===== config.mk =====
export PLATFORM = sky130hd
export DESIGN_NAME = lock_detect_flat
export DESIGN_NICKNAME = d
export VERILOG_FILES = /design/src/rtl/lock_detect_if.sv /design/src/rtl/lock_detect.sv /design/src/flat_wrapper.sv
export SDC_FILE = /design/constraint.sdc
export NUM_CORES = 1
export LEC_CHECK = 0
export CORE_MARGIN = 2
export CORE_UTILIZATION = 30
export CTS_CLUSTER_DIAMETER = 30
export DETAILED_ROUTE_END_ITERATION = 8
export SLEW_MARGIN = 20
export SYNTH_ARGS = -nofsm -noshare
export SYNTH_HDL_FRONTEND = slang
export SYNTH_SLANG_ARGS = --single-unit
export TNS_END_PERCENT = 10

===== constraint.sdc =====
create_clock -name clk -period 10.1 [get_ports clk]
set_clock_uncertainty 0.2 [all_clocks]
set_input_delay 3.03 -clock clk [delete_from_list [all_inputs] [get_ports clk]]
set_output_delay 3.03 -clock clk [all_outputs]
set_load 0.005 [all_outputs]

===== src/rtl/lock_detect_if.sv =====
// -----------------------------------------------------------------------------
// lock_detect_if
//
// Purpose: carries period measurements from the period counter into the lock
// detector.
//
// Handshake: period_valid is a one-cycle strobe that qualifies
// period_length_1000 in the same cycle. There is no ready signal, so the
// consumer accepts every strobe. Strobes may arrive on consecutive cycles.
//
// Signals:
//   period_valid        strobe, 1 = period_length_1000 holds a new measurement
//   period_length_1000  measured period in 1/1000 ns, unsigned; 0 = no clock
//
// Modports:
//   master  drives the measurement (period counter / testbench)
//   slave   receives the measurement (lock_detect)
// -----------------------------------------------------------------------------
interface lock_detect_if;
  logic        period_valid;
  logic [31:0] period_length_1000;

  modport master (
    output period_valid,
    output period_length_1000
  );

  modport slave (
    input period_valid,
    input period_length_1000
  );
endinterface


===== src/rtl/lock_detect.sv =====
// -----------------------------------------------------------------------------
// lock_detect
//
// Purpose: period-stability lock detector. Each strobed period measurement is
// compared with the previously accepted one. After LOCK_COUNT consecutive
// in-tolerance measurements LOCKED rises and the period is latched as the
// reference. While locked, every measurement is compared with that reference
// so slow drift is caught. UNLOCK_COUNT consecutive misses, a zero
// measurement or power-down drop the lock.
//
// Parameters:
//   LOCK_COUNT      consecutive matching samples needed to lock (2..255)
//   UNLOCK_COUNT    consecutive misses while locked that drop lock (1..255)
//   TOLERANCE_1000  largest |difference| counted as a match, 1/1000 ns
//
// Ports:
//   clk              sole clock, rising edge
//   RST              synchronous active-high reset, highest priority
//   PWRDWN           synchronous power-down; drops lock, ignores samples
//   bus              measurement input (period_valid / period_length_1000)
//   LOCKED           registered lock indication
//   ref_period_1000  period latched at lock acquisition; holds across loss
//   lock_lost        one-cycle pulse on every LOCKED 1->0 not caused by RST
//   state            0 IDLE, 1 ACQUIRE, 2 LOCKED (3 never driven)
// -----------------------------------------------------------------------------
module lock_detect #(
  parameter int unsigned LOCK_COUNT     = 8,
  parameter int unsigned UNLOCK_COUNT   = 2,
  parameter int unsigned TOLERANCE_1000 = 100
) (
  input  logic               clk,
  input  logic               RST,
  input  logic               PWRDWN,
  lock_detect_if.slave       bus,
  output logic               LOCKED,
  output logic [31:0]        ref_period_1000,
  output logic               lock_lost,
  output logic [1:0]         state
);

  typedef enum logic [1:0] {
    ST_IDLE    = 2'd0,
    ST_ACQUIRE = 2'd1,
    ST_LOCKED  = 2'd2
  } state_t;

  localparam logic [7:0]  LOCK_CNT_8   = 8'(LOCK_COUNT);
  localparam logic [7:0]  UNLOCK_CNT_8 = 8'(UNLOCK_COUNT);
  localparam logic [31:0] TOL_32       = 32'(TOLERANCE_1000);

  state_t      state_q;
  logic [31:0] prev_q;
  logic [7:0]  match_cnt_q;
  logic [7:0]  miss_cnt_q;
  logic        locked_q;
  logic [31:0] ref_q;
  logic        lock_lost_q;

  // Comparison datapath. While locked the sample is judged against the
  // latched reference rather than the previous sample, so that a sequence of
  // small steps cannot walk the period away without being noticed.
  logic [31:0] sample;
  logic [31:0] cmp_base;
  logic [31:0] diff;
  logic        sample_zero;
  logic        is_match;
  logic [7:0]  match_cnt_inc;
  logic [7:0]  miss_cnt_inc;
  logic        accept;

  always_comb begin
    sample        = bus.period_length_1000;
    cmp_base      = (state_q == ST_LOCKED) ? ref_q : prev_q;
    // Subtract the smaller from the larger so the magnitude never wraps.
    diff          = (sample >= cmp_base) ? (sample - cmp_base)
                                         : (cmp_base - sample);
    sample_zero   = (sample == 32'd0);
    is_match      = (diff <= TOL_32) && !sample_zero;
    match_cnt_inc = match_cnt_q + 8'd1;
    miss_cnt_inc  = miss_cnt_q + 8'd1;
    accept        = bus.period_valid;
  end

  always_ff @(posedge clk) begin
    if (RST) begin
      state_q     <= ST_IDLE;
      prev_q      <= 32'd0;
      match_cnt_q <= 8'd0;
      miss_cnt_q  <= 8'd0;
      locked_q    <= 1'b0;
      ref_q       <= 32'd0;
      lock_lost_q <= 1'b0;
    end else begin
      // lock_lost is a pulse: it only stays high for the cycle after the
      // edge that dropped the lock.
      lock_lost_q <= 1'b0;

      if (PWRDWN) begin
        // Samples arriving during power-down are dropped. The reference is
        // kept so software can still read the last locked period.
        state_q     <= ST_IDLE;
        match_cnt_q <= 8'd0;
        miss_cnt_q  <= 8'd0;
        locked_q    <= 1'b0;
        lock_lost_q <= locked_q;
      end else if (accept) begin
        unique case (state_q)
          ST_IDLE: begin
            if (!sample_zero) begin
              prev_q      <= sample;
              match_cnt_q <= 8'd1;
              state_q     <= ST_ACQUIRE;
            end
          end

          ST_ACQUIRE: begin
            if (sample_zero) begin
              state_q     <= ST_IDLE;
              match_cnt_q <= 8'd0;
              miss_cnt_q  <= 8'd0;
            end else if (is_match) begin
              prev_q      <= sample;
              match_cnt_q <= match_cnt_inc;
              if (match_cnt_inc == LOCK_CNT_8) begin
                state_q    <= ST_LOCKED;
                ref_q      <= sample;
                locked_q   <= 1'b1;
                miss_cnt_q <= 8'd0;
              end
            end else begin
              // The mismatching sample becomes the first of a new run.
              prev_q      <= sample;
              match_cnt_q <= 8'd1;
            end
          end

          ST_LOCKED: begin
            if (sample_zero) begin
              // Loss of clock drops lock at once, whatever the miss count.
              state_q     <= ST_IDLE;
              match_cnt_q <= 8'd0;
              miss_cnt_q  <= 8'd0;
              locked_q    <= 1'b0;
              lock_lost_q <= 1'b1;
            end else if (is_match) begin
              miss_cnt_q <= 8'd0;
            end else begin
              miss_cnt_q <= miss_cnt_inc;
              if (miss_cnt_inc == UNLOCK_CNT_8) begin
                // Re-acquire starting from the sample that broke the lock.
                state_q     <= ST_ACQUIRE;
                prev_q      <= sample;
                match_cnt_q <= 8'd1;
                miss_cnt_q  <= 8'd0;
                locked_q    <= 1'b0;
                lock_lost_q <= 1'b1;
              end
            end
          end

          default: begin
            state_q     <= ST_IDLE;
            match_cnt_q <= 8'd0;
            miss_cnt_q  <= 8'd0;
            locked_q    <= 1'b0;
          end
        endcase
      end
    end
  end

  assign LOCKED          = locked_q;
  assign ref_period_1000 = ref_q;
  assign lock_lost       = lock_lost_q;
  assign state           = state_q;

endmodule


===== src/flat_wrapper.sv =====
// flat-port wrapper written by rule: the top's interface ports become plain ports
module lock_detect_flat 
#(
  parameter int unsigned LOCK_COUNT     = 8,
  parameter int unsigned UNLOCK_COUNT   = 2,
  parameter int unsigned TOLERANCE_1000 = 100
)
  (clk, RST, PWRDWN, LOCKED, ref_period_1000, lock_lost, state, bus_period_valid, bus_period_length_1000);
  lock_detect_if bus_i ();
  input  logic clk;
  input  logic RST;
  input  logic PWRDWN;
  output logic LOCKED;
  output logic [31:0] ref_period_1000;
  output logic lock_lost;
  output logic [1:0] state;
  input wire logic [$bits(bus_i.period_valid)-1:0] bus_period_valid;
  input wire logic [$bits(bus_i.period_length_1000)-1:0] bus_period_length_1000;
  assign bus_i.period_valid = bus_period_valid;
  assign bus_i.period_length_1000 = bus_period_length_1000;
  lock_detect #(.LOCK_COUNT(LOCK_COUNT), .UNLOCK_COUNT(UNLOCK_COUNT), .TOLERANCE_1000(TOLERANCE_1000)) u_core (.clk(clk), .RST(RST), .PWRDWN(PWRDWN), .bus(bus_i), .LOCKED(LOCKED), .ref_period_1000(ref_period_1000), .lock_lost(lock_lost), .state(state));
endmodule

# [After elaboration in Yosys (flattened, before gate mapping)]
# Index checks and enable logic that the tools add are counted.
[word_totals] register_bits=84
[classes] add_sub_neg=4 magnitude_cmp=2 eq_ne=16 n_mux=42 bitwise_logic=3 n_reduce_logical=13
[ops] op="$mux W32" count=6
[ops] op="$mux W8" count=12
[ops] op="$pmux W32 S2" count=1
[ops] op="$sub A32 B32 Y32" count=2
[ops] op="$pmux W8 S3" count=2
[ops] op="$ge A32 B32 Y1" count=1
[ops] op="$le A32 B7 Y1 const B" count=1
[ops] op="$logic_not A32 Y1" count=1
[ops] op="$add A8 B1 Y8 const B" count=2
[ops] op="$mux W2" count=7
[ops] op="$reduce_and A7 Y1" count=2
[ops] op="$mux W1" count=12
[ops] op="$ne A2 B2 Y1 const B" count=6
[ops] op="$reduce_and A6 Y1" count=2
[ops] op="$eq A8 B2 Y1 const B" count=1
[ops] op="$eq A8 B4 Y1 const B" count=1
[ops] op="$reduce_and A4 Y1" count=2
[ops] op="$ne A3 B1 Y1 const B" count=2
[ops] op="$ne A3 B2 Y1 const B" count=2
[ops] op="$pmux W2 S3" count=1
[ops] op="$ne A2 B1 Y1 const B" count=2
[ops] op="$reduce_or A2 Y1" count=2
[ops] op="$not A1 Y1" count=3
[ops] op="$pmux W1 S3" count=1
[ops] op="6 further kinds" count=6

# [Logic depth before layout (Yosys ltp)]
# Gate-level depths: netlist (run 1).
[depth] ltp_word=11 mapped_depth=22 mapped_depth_nobuf=17

# [Worst setup path before layout (run 1)]
# OpenSTA, ideal clock, no wires.
[synth_path] path_kind="input port to flip-flop" start="input bus_period_length_1000[6]" end="register u_core.miss_cnt_q[1]" setup_ns=0.121 arrival_ns=6.938 slack_ns=2.841 stages=16 path_buffers=2 cell_sequence="inv_1 ha_1 buf_2 nand2_1 o21ai_1 a221o_1 o2111a_1 or3_1 a211o_1 or4_1 or4_1 a21oi_2 and2_2 buf_6 o31a_1 mux2_2"
[synth_between] elab_chain_cells=7
[synth_lines] item="from (decl)" line="flat_wrapper.sv:18" text="input wire logic [$bits(bus_i.period_length_1000)-1:0] bus_period_length_1000;"
[synth_lines] item="$sub A32 B32 Y32 (tied with other cells)" line="lock_detect.sv:76" text=": (cmp_base - sample);"
[synth_lines] item="$mux W32" line="lock_detect.sv:75" text="diff = (sample >= cmp_base) ? (sample - cmp_base)"
[synth_lines] item="$le A32 B7 Y1" line="lock_detect.sv:78" text="is_match = (diff <= TOL_32) && !sample_zero;"
[synth_lines] item="$logic_and A1 B1 Y1" line="lock_detect.sv:78"
[synth_lines] item="$mux W8" line="lock_detect.sv:145" text="end else if (is_match) begin"
[synth_lines] item="$mux W8" line="lock_detect.sv:138" text="if (sample_zero) begin"
[synth_lines] item="$pmux W8 S3" line="lock_detect.sv:107" text="unique case (state_q)"
[synth_lines] item="to (signal assigned)" line="lock_detect.sv:148" text="miss_cnt_q <= miss_cnt_inc;"
[synth_lines] item="to (decl)" line="lock_detect.sv:54" text="logic [7:0] miss_cnt_q;"
# Parallel ways exist; a longest one is shown, timed or not.
# A chain may end at the register's enable or synchronous reset.

# [Final worst setup path (run 1)]
[layout_path] start="input bus_period_length_1000[8]" end="register u_core.prev_q[27]"
[layout_between] elab_chain_cells=6
[layout_lines] item="$sub A32 B32 Y32 (tied with other cells)" line="lock_detect.sv:76"
[layout_lines] item="$mux W32" line="lock_detect.sv:75"
[layout_lines] item="$le A32 B7 Y1" line="lock_detect.sv:78"
[layout_lines] item="$logic_and A1 B1 Y1" line="lock_detect.sv:78"
[layout_lines] item="$ne A2 B2 Y1 (no line)"
[layout_lines] item="$reduce_and A7 Y1 (no line) (*)"
[layout_lines] item="to (signal assigned)" line="lock_detect.sv:110" text="prev_q <= sample;"
[layout_lines] item="to (signal assigned)" line="lock_detect.sv:122" text="prev_q <= sample;"
[layout_lines] item="to (signal assigned)" line="lock_detect.sv:132" text="prev_q <= sample;"
[layout_lines] item="to (decl)" line="lock_detect.sv:52" text="logic [31:0] prev_q;"
# Every way passes the cells marked *; elsewhere a longest branch is shown, timed or not.

==> results.sh, run 1 <==
export IMPL_seqPwrFrac_pct=34.7
export IMPL_place_ws_ns=1.17
export IMPL_gr_total_overflow=0
export IMPL_final_common_cell="dfxtp_1"
export IMPL_root_buffer="clkbuf_16"
export IMPL_switching_share_pct=33.7
export IMPL_yosysUniqueCellTypes=66
export IMPL_path_delay_family="compound AO/OA/AOI/OAI gates"
export IMPL_hold_viol_final=0
export IMPL_die_area_um2=28200
export IMPL_crit_fanout=22
export IMPL_clock_latency_ns=0.35
export IMPL_status="finished, final reports clean"
export IMPL_portBuffers=71
export IMPL_area_growth_pct=16.1
export IMPL_holdBufCountCts=0
export IMPL_tns_ns=0
export IMPL_final_cell_area_um2=9370
export IMPL_cts_made_buffers=9
export IMPL_drt_iter0_drc=606
export IMPL_setup_ws_ns=1.46
export IMPL_min_path_type="reg2reg"
export IMPL_ys_ff_latch=84
export IMPL_worst_path_max_delay_cell="nor4_1"
export IMPL_die_h_um=168
export IMPL_maxCapViolCount=0
export IMPL_gp_congestion=0.915
export IMPL_rsz0062_at_grt="false"
export IMPL_cts_max_level=3
export IMPL_p_int_mw=0.653
export IMPL_netlist_instances=1048
export IMPL_p_comb_share_pct=30.0
export IMPL_start_util_pct=30.3
export IMPL_p_leak_nw=3.85
export IMPL_post_cts_setup_buffer_count=0
export IMPL_slew_viol_final=0
export IMPL_wl_per_cell_um=16.8
export IMPL_max_freq_ghz=0.116
export IMPL_ant_nets=0
export IMPL_drc=0
export IMPL_design_power_total_mw=0.985
export IMPL_setup_viol=0
export IMPL_worstSetupStartpointType="input port"
export IMPL_tightest_slew_ns=0.929
export IMPL_track_usage_pct=17.0
export IMPL_relSlewSlack_pct=37.8
export IMPL_cts_tree="yes"
export IMPL_grt_pass1_vias=7143
export IMPL_diodes=0
export IMPL_layout_common_cells="dfxtp_1 (84), inv_1 (82), nor2_1 (80)"
export IMPL_critPathCaptureType="register"
export IMPL_clk_pin_slew_ns=0.07
export IMPL_cp_data_arrival_time_ns=8.67
export IMPL_hold_ws_ns=0.267
export IMPL_synth_nets=1150
export IMPL_drt_total_wl_um=24000
export IMPL_synth_top_area_share_pct=20.8
export IMPL_dp_hpwl_um=18500
export IMPL_routed_via_density=5.35
export IMPL_synth_area_per_cell_um2=7.70
export IMPL_yosysSeqAreaShare_pct=20.8
export IMPL_core_area_um2=26700
export IMPL_r2r_end="u_core.prev_q[27]"
export IMPL_hold_end="u_core.prev_q[26]"
export IMPL_hold_depth=2
export IMPL_worstSetupPathType="in2reg"
export IMPL_grt_max_degree=100
export IMPL_power_frac_clock_pct=35.2
export IMPL_syn_area_um2=8070
export IMPL_nNetsFinal=1187
export IMPL_ir_worst_vdd_mv=0.0606
export IMPL_clockBufferDepth=2
export IMPL_powerDensity_nw_per_um2=105
export IMPL_synth_top_cell_by_area="dfxtp_1"
export IMPL_rrSetupSlack_ns=2.81
export IMPL_cp_num_buf_inv=3
export IMPL_min_from="u_core.prev_q[26]"
export IMPL_synth_edf_count=0
export IMPL_fin_crit_ns=8.64
export IMPL_synth_area_top_cells="dfxtp_1 (21%), ha_1 (10%), mux2i_1 (8.8%)"
export IMPL_yosys_warnings=0
export IMPL_switchingPower_mw=0.332
export IMPL_min_period_over_period_pct=85.6
export IMPL_worstPathRequired_ns=10.13
export IMPL_num_io_pins=72
export IMPL_rows=60
export IMPL_placed_cell_area_um2=9060
export IMPL_final_fill_count=2798
export IMPL_die_w_um=168
export IMPL_path_cells="clkdlybuf4s50_1 -> inv_1 -> ha_1 -> nand2_1 -> o21a_1 -> o21ai_0 -> o21ai_0 -> and3_1 -> a221o_1 -> nor4_1 -> a32oi_1 -> nor4_1 -> and2_2 -> o22ai_4 -> buf_4 -> mux2i_1"
export IMPL_slowest_delay_ns=0.66
export IMPL_ctsResizeCount=0
export IMPL_dr_pass1_iters=5
export IMPL_synth_main_ff_cell="dfxtp_1"
export IMPL_layout_drive_gt1_share_pct=6.97
export IMPL_grt_pass1_wl_um=38800
export IMPL_antenna_found_initial=0
export IMPL_worstRegToRegCells=19
export IMPL_async_reset_ff_share_pct=0
export IMPL_r2r_start="u_core.state[1]"
export IMPL_via_count=7656
export IMPL_cts_num_sinks=84
[Yosys cell counts (10+ instances only)]
library cell / n
mux2i_1: 71
xnor2_1: 18
nand3_1: 20
ha_1: 66
nand4_1: 28
a211oi_1: 13
or3_1: 16
mux2_2: 33
a21oi_1: 79
a21o_1: 20
inv_1: 82
dfxtp_1: 84
o21ai_0: 48
nand2b_1: 72
clkbuf_1: 41
o211ai_1: 10
and3_1: 10
xor2_1: 17
nor3_1: 17
nor4_1: 18
nor2_1: 81
o21a_1: 15
o21bai_1: 14
nand2_1: 53
[sequential cells by signal, indices dropped and copies added (netlist names)]
register	cells
u_core.LOCKED	1
u_core.state	2
u_core.lock_lost	1
u_core.miss_cnt_q	8
u_core.match_cnt_q	8
u_core.ref_period_1000	32
u_core.prev_q	32
[worst max path at each step]
| stage | cells after the start | endpoint | start | slack (ns) |
|---|---|---|---|---|
| 6_report | 16 | u_core.prev_q[27] | bus_period_length_1000[8] | 1.46 |
| 5_1_grt | 17 | u_core.prev_q[19] | bus_period_length_1000[10] | 1.07 |
| 4_1_cts | 17 | u_core.prev_q[27] | bus_period_length_1000[8] | 1.55 |
| 3_5_place_dp | 17 | u_core.prev_q[27] | bus_period_length_1000[8] | 1.17 |
| 3_3_place_gp | 16 | u_core.prev_q[23] | bus_period_length_1000[8] | 1.33 |
| 2_1_floorplan | 16 | u_core.miss_cnt_q[1] | bus_period_length_1000[6] | 2.84 |
[through the flow]
step,std cells,utilization (%)
detailed placement,1415,34.0
CTS,1431,35.1
floorplan,1048,-
global route,1431,35.1
finish,1431,35.1
global placement,1415,34.0
[layout make-up]
class	count	area [um^2]	share of cell area, %
Clock inverter	5	60.1	0.641
Tap cell	341	427	4.56
Clock buffer	11	243	2.59
Multi-Input combinational cell	828	5870	62.7
Inverter	82	308	3.29
Timing Repair Buffer	80	773	8.26
Sequential cell	84	1680	18.0
[worst register-to-register path, stage by stage (launching register included)]
cell	delay, ns
dfxtp_1	0.64
inv_1	0.17
nor2_4	0.47
buf_4	0.39
mux2_2	0.41
ha_1	0.49
nand2_1	0.20
o21ai_0	0.35
a21oi_1	0.11
o31ai_1	0.38
nor3_1	0.15
buf_4	0.22
or4_1	0.50
nor4_1	0.20
a32oi_1	0.13
nor4_1	0.67
and2_2	0.59
o22ai_4	0.36
buf_4	0.36
mux2i_1	0.17
[routing by layer]
metal | GRT usage (%) | wire length, um
met5 | 0 | 0
met4 | 3.52 | 303
met3 | 3.06 | 1010
met2 | 27.3 | 10900
met1 | 23.8 | 11800
[cell families after synthesis]
family                     count (synthesis)  share of synthesized area, %
muxes                                    104                          13.4
xor gates and xnor gates                  35                          3.80
AOI/OAI and AO/OA                        278                          22.7
and+or+nand+nor                          345                          22.3
adders and majority gates                 66                          10.2
DFF                                       84                          20.8
buffers and inverters                    136                          6.65
[power groups by stage]
stage | sequential [mW] | combinational, mW | clock, mW
floorplan | 0.348 | 0.206 | 0
global placement | 0.350 | 0.291 | 0
detailed placement | 0.350 | 0.290 | 0
CTS | 0.342 | 0.292 | 0.361
global route | 0.343 | 0.326 | 0.374
finish | 0.342 | 0.296 | 0.347
(Power assumes the default switching activity.)
==> inputs of run 2 (changes only) <==
--- a/config.mk
+++ b/config.mk
@@ -9,6 +9,7 @@
 export CORE_UTILIZATION = 30
 export CTS_CLUSTER_DIAMETER = 30
 export DETAILED_ROUTE_END_ITERATION = 8
+export REMOVE_ABC_BUFFERS = 1
 export SLEW_MARGIN = 20
 export SYNTH_ARGS = -nofsm -noshare
 export SYNTH_HDL_FRONTEND = slang
==> results.sh, run 2 (synthesis gave the netlist of run 1 again) <==
export IMPL_start_util_pct=30.3
export IMPL_relSlewSlack_pct=35.8
export IMPL_tns_ns=0
export IMPL_dp_cells=1414
export IMPL_min_path_type="reg2reg"
export IMPL_die_area_um2=28200
export IMPL_portBuffers=71
export IMPL_rows=60
export IMPL_gr_usage_met2_pct=29.1
export IMPL_cts_num_sinks=84
export IMPL_cts_max_level=3
export IMPL_clock_latency_ns=0.36
export IMPL_placed_cell_area_um2=9050
export IMPL_setup_ws_ns=1.77
export IMPL_routed_via_density=5.43
export IMPL_min_period_over_period_pct=82.4
export IMPL_drc=0
export IMPL_tightest_slew_ns=0.959
export IMPL_dr_pass1_iters=5
export IMPL_slew_viol_final=0
export IMPL_holdBufCountCts=0
export IMPL_layout_drive_gt1_share_pct=6.89
export IMPL_post_cts_setup_buffer_count=0
export IMPL_track_usage_pct=17.2
export IMPL_dp_hpwl_um=18700
export IMPL_grt_pass1_vias=7402
export IMPL_worstSetupStartpointType="input port"
export IMPL_critPathCaptureType="register"
export IMPL_met3_usage_pct=2.68
export IMPL_p_leak_nw=3.84
export IMPL_ir_worst_vdd_mv=0.0674
export IMPL_stdcell_count=1430
export IMPL_hold_viol_final=0
export IMPL_worstSetupPathType="in2reg"
export IMPL_gr_total_overflow=0
export IMPL_r2r_end="u_core.miss_cnt_q[1]"
export IMPL_ant_nets=0
export IMPL_grt_pass1_wl_um=39200
export IMPL_diodes=0
export IMPL_cp_data_arrival_time_ns=8.37
export IMPL_die_w_um=168
export IMPL_worstPathRequired_ns=10.15
export IMPL_final_common_cell="dfxtp_1"
export IMPL_antenna_found_initial=0
export IMPL_place_ws_ns=1.39
export IMPL_maxCapViolCount=0
export IMPL_hold_end="u_core.prev_q[30]"
export IMPL_die_h_um=168
export IMPL_clk_pin_slew_ns=0.06
export IMPL_setup_viol=0
export IMPL_ctsResizeCount=0
export IMPL_min_from="u_core.prev_q[30]"
export IMPL_final_fill_count=2810
export IMPL_num_io_pins=72
export IMPL_worstRegToRegCells=19
export IMPL_cts_made_buffers=9
export IMPL_grt_max_degree=59
export IMPL_layout_common_cells="dfxtp_1 (84), inv_1 (82), nor2_1 (80)"
export IMPL_gp_congestion=0.952
export IMPL_cts_tree="yes"
export IMPL_drt_total_wl_um=24400
export IMPL_hold_depth=2
export IMPL_multi_input_area_um2=5880
export IMPL_status="finished, final reports clean"
export IMPL_rrSetupSlack_ns=3.26
export IMPL_via_count=7764
export IMPL_drt_iter0_drc=601
export IMPL_fin_crit_ns=8.33
export IMPL_powerDensity_nw_per_um2=106
export IMPL_final_cell_area_um2=9370
export IMPL_area_growth_pct=16.1
export IMPL_max_freq_ghz=0.120
export IMPL_crit_fanout=21
export IMPL_clockBufferDepth=2
export IMPL_busiest_layer="met2"
export IMPL_r2r_start="u_core.state[1]"
export IMPL_root_buffer="clkbuf_16"
export IMPL_wl_per_cell_um=17.1
export IMPL_nNetsFinal=1186
export IMPL_rsz0062_at_grt="false"
export IMPL_core_area_um2=26700
export IMPL_seq_area_um2=1680
export IMPL_met1_usage_pct=22.7
run 2: cell types whose count changed in the layout (fill, tap and decap cells not counted):
cell	previous run	this run
clkbuf_1	1	2
buf_4	9	8
nor3b_2	0	1
clkinvlp_4	0	2
inv_8	1	0
nor3b_1	2	1
clkbuf_8	1	2
clkinv_2	2	0
clkinv_4	1	0
run 2: worst max path at each step:
| stage | start | depth (start not counted) | end |
|---|---|---|---|
| 3_3_place_gp | bus_period_length_1000[9] | 16 | u_core.miss_cnt_q[2] |
| 2_1_floorplan | bus_period_length_1000[11] | 14 | u_core.ref_period_1000[0] |
| 4_1_cts | bus_period_length_1000[7] | 16 | u_core.miss_cnt_q[2] |
| 6_report | bus_period_length_1000[19] | 17 | u_core.miss_cnt_q[1] |
| 3_5_place_dp | bus_period_length_1000[7] | 16 | u_core.miss_cnt_q[2] |
| 5_1_grt | bus_period_length_1000[19] | 17 | u_core.miss_cnt_q[2] |
run 2: layer usage:
metal,part of all wire (%),wire [um]
met5,0,0
met4,2.1,514
met3,3.8,927
met2,46,11300
met1,48,11600
run 2: cell type report:
class | count | area share, %
Clock inverter | 3 | 0.481
Clock buffer | 13 | 2.78
Inverter | 82 | 3.29
Timing Repair Buffer | 79 | 8.18
Multi-Input combinational cell | 828 | 62.8
Sequential cell | 84 | 18.0
Tap cell | 341 | 4.56
run 2: critical path: stages:
cell and delay [ns]:
clkdlybuf4s50_1 0.59, inv_1 0.07, ha_1 0.49, nand2_1 0.20, o21ai_0 0.36, a21oi_1 0.14, o31ai_1 0.43, nor3_1 0.14
buf_4 0.21, or4_1 0.51, nor4_1 0.19, a32oi_1 0.12, nor4_1 0.73, and2_2 0.32, buf_4 0.26, o31a_1 0.22
mux2_2 0.35
run 2: per-stage QoR:
step	util (%)	power (mW)	hold slack, ns
floorplan	-	0.548	0.246
global placement	34.0	0.639	0.255
detailed placement	34.0	0.639	0.265
CTS	35.1	0.997	0.275
global route	35.1	1.04	0.287
finish	35.1	0.989	0.271
run 2: power breakdown:
group / switching, mW / total, mW / internal (mW)
sequential: 0.00396 / 0.342 / 0.338
clock: 0.147 / 0.353 / 0.206
combinational: 0.179 / 0.294 / 0.115
total: 0.331 / 0.989 / 0.659
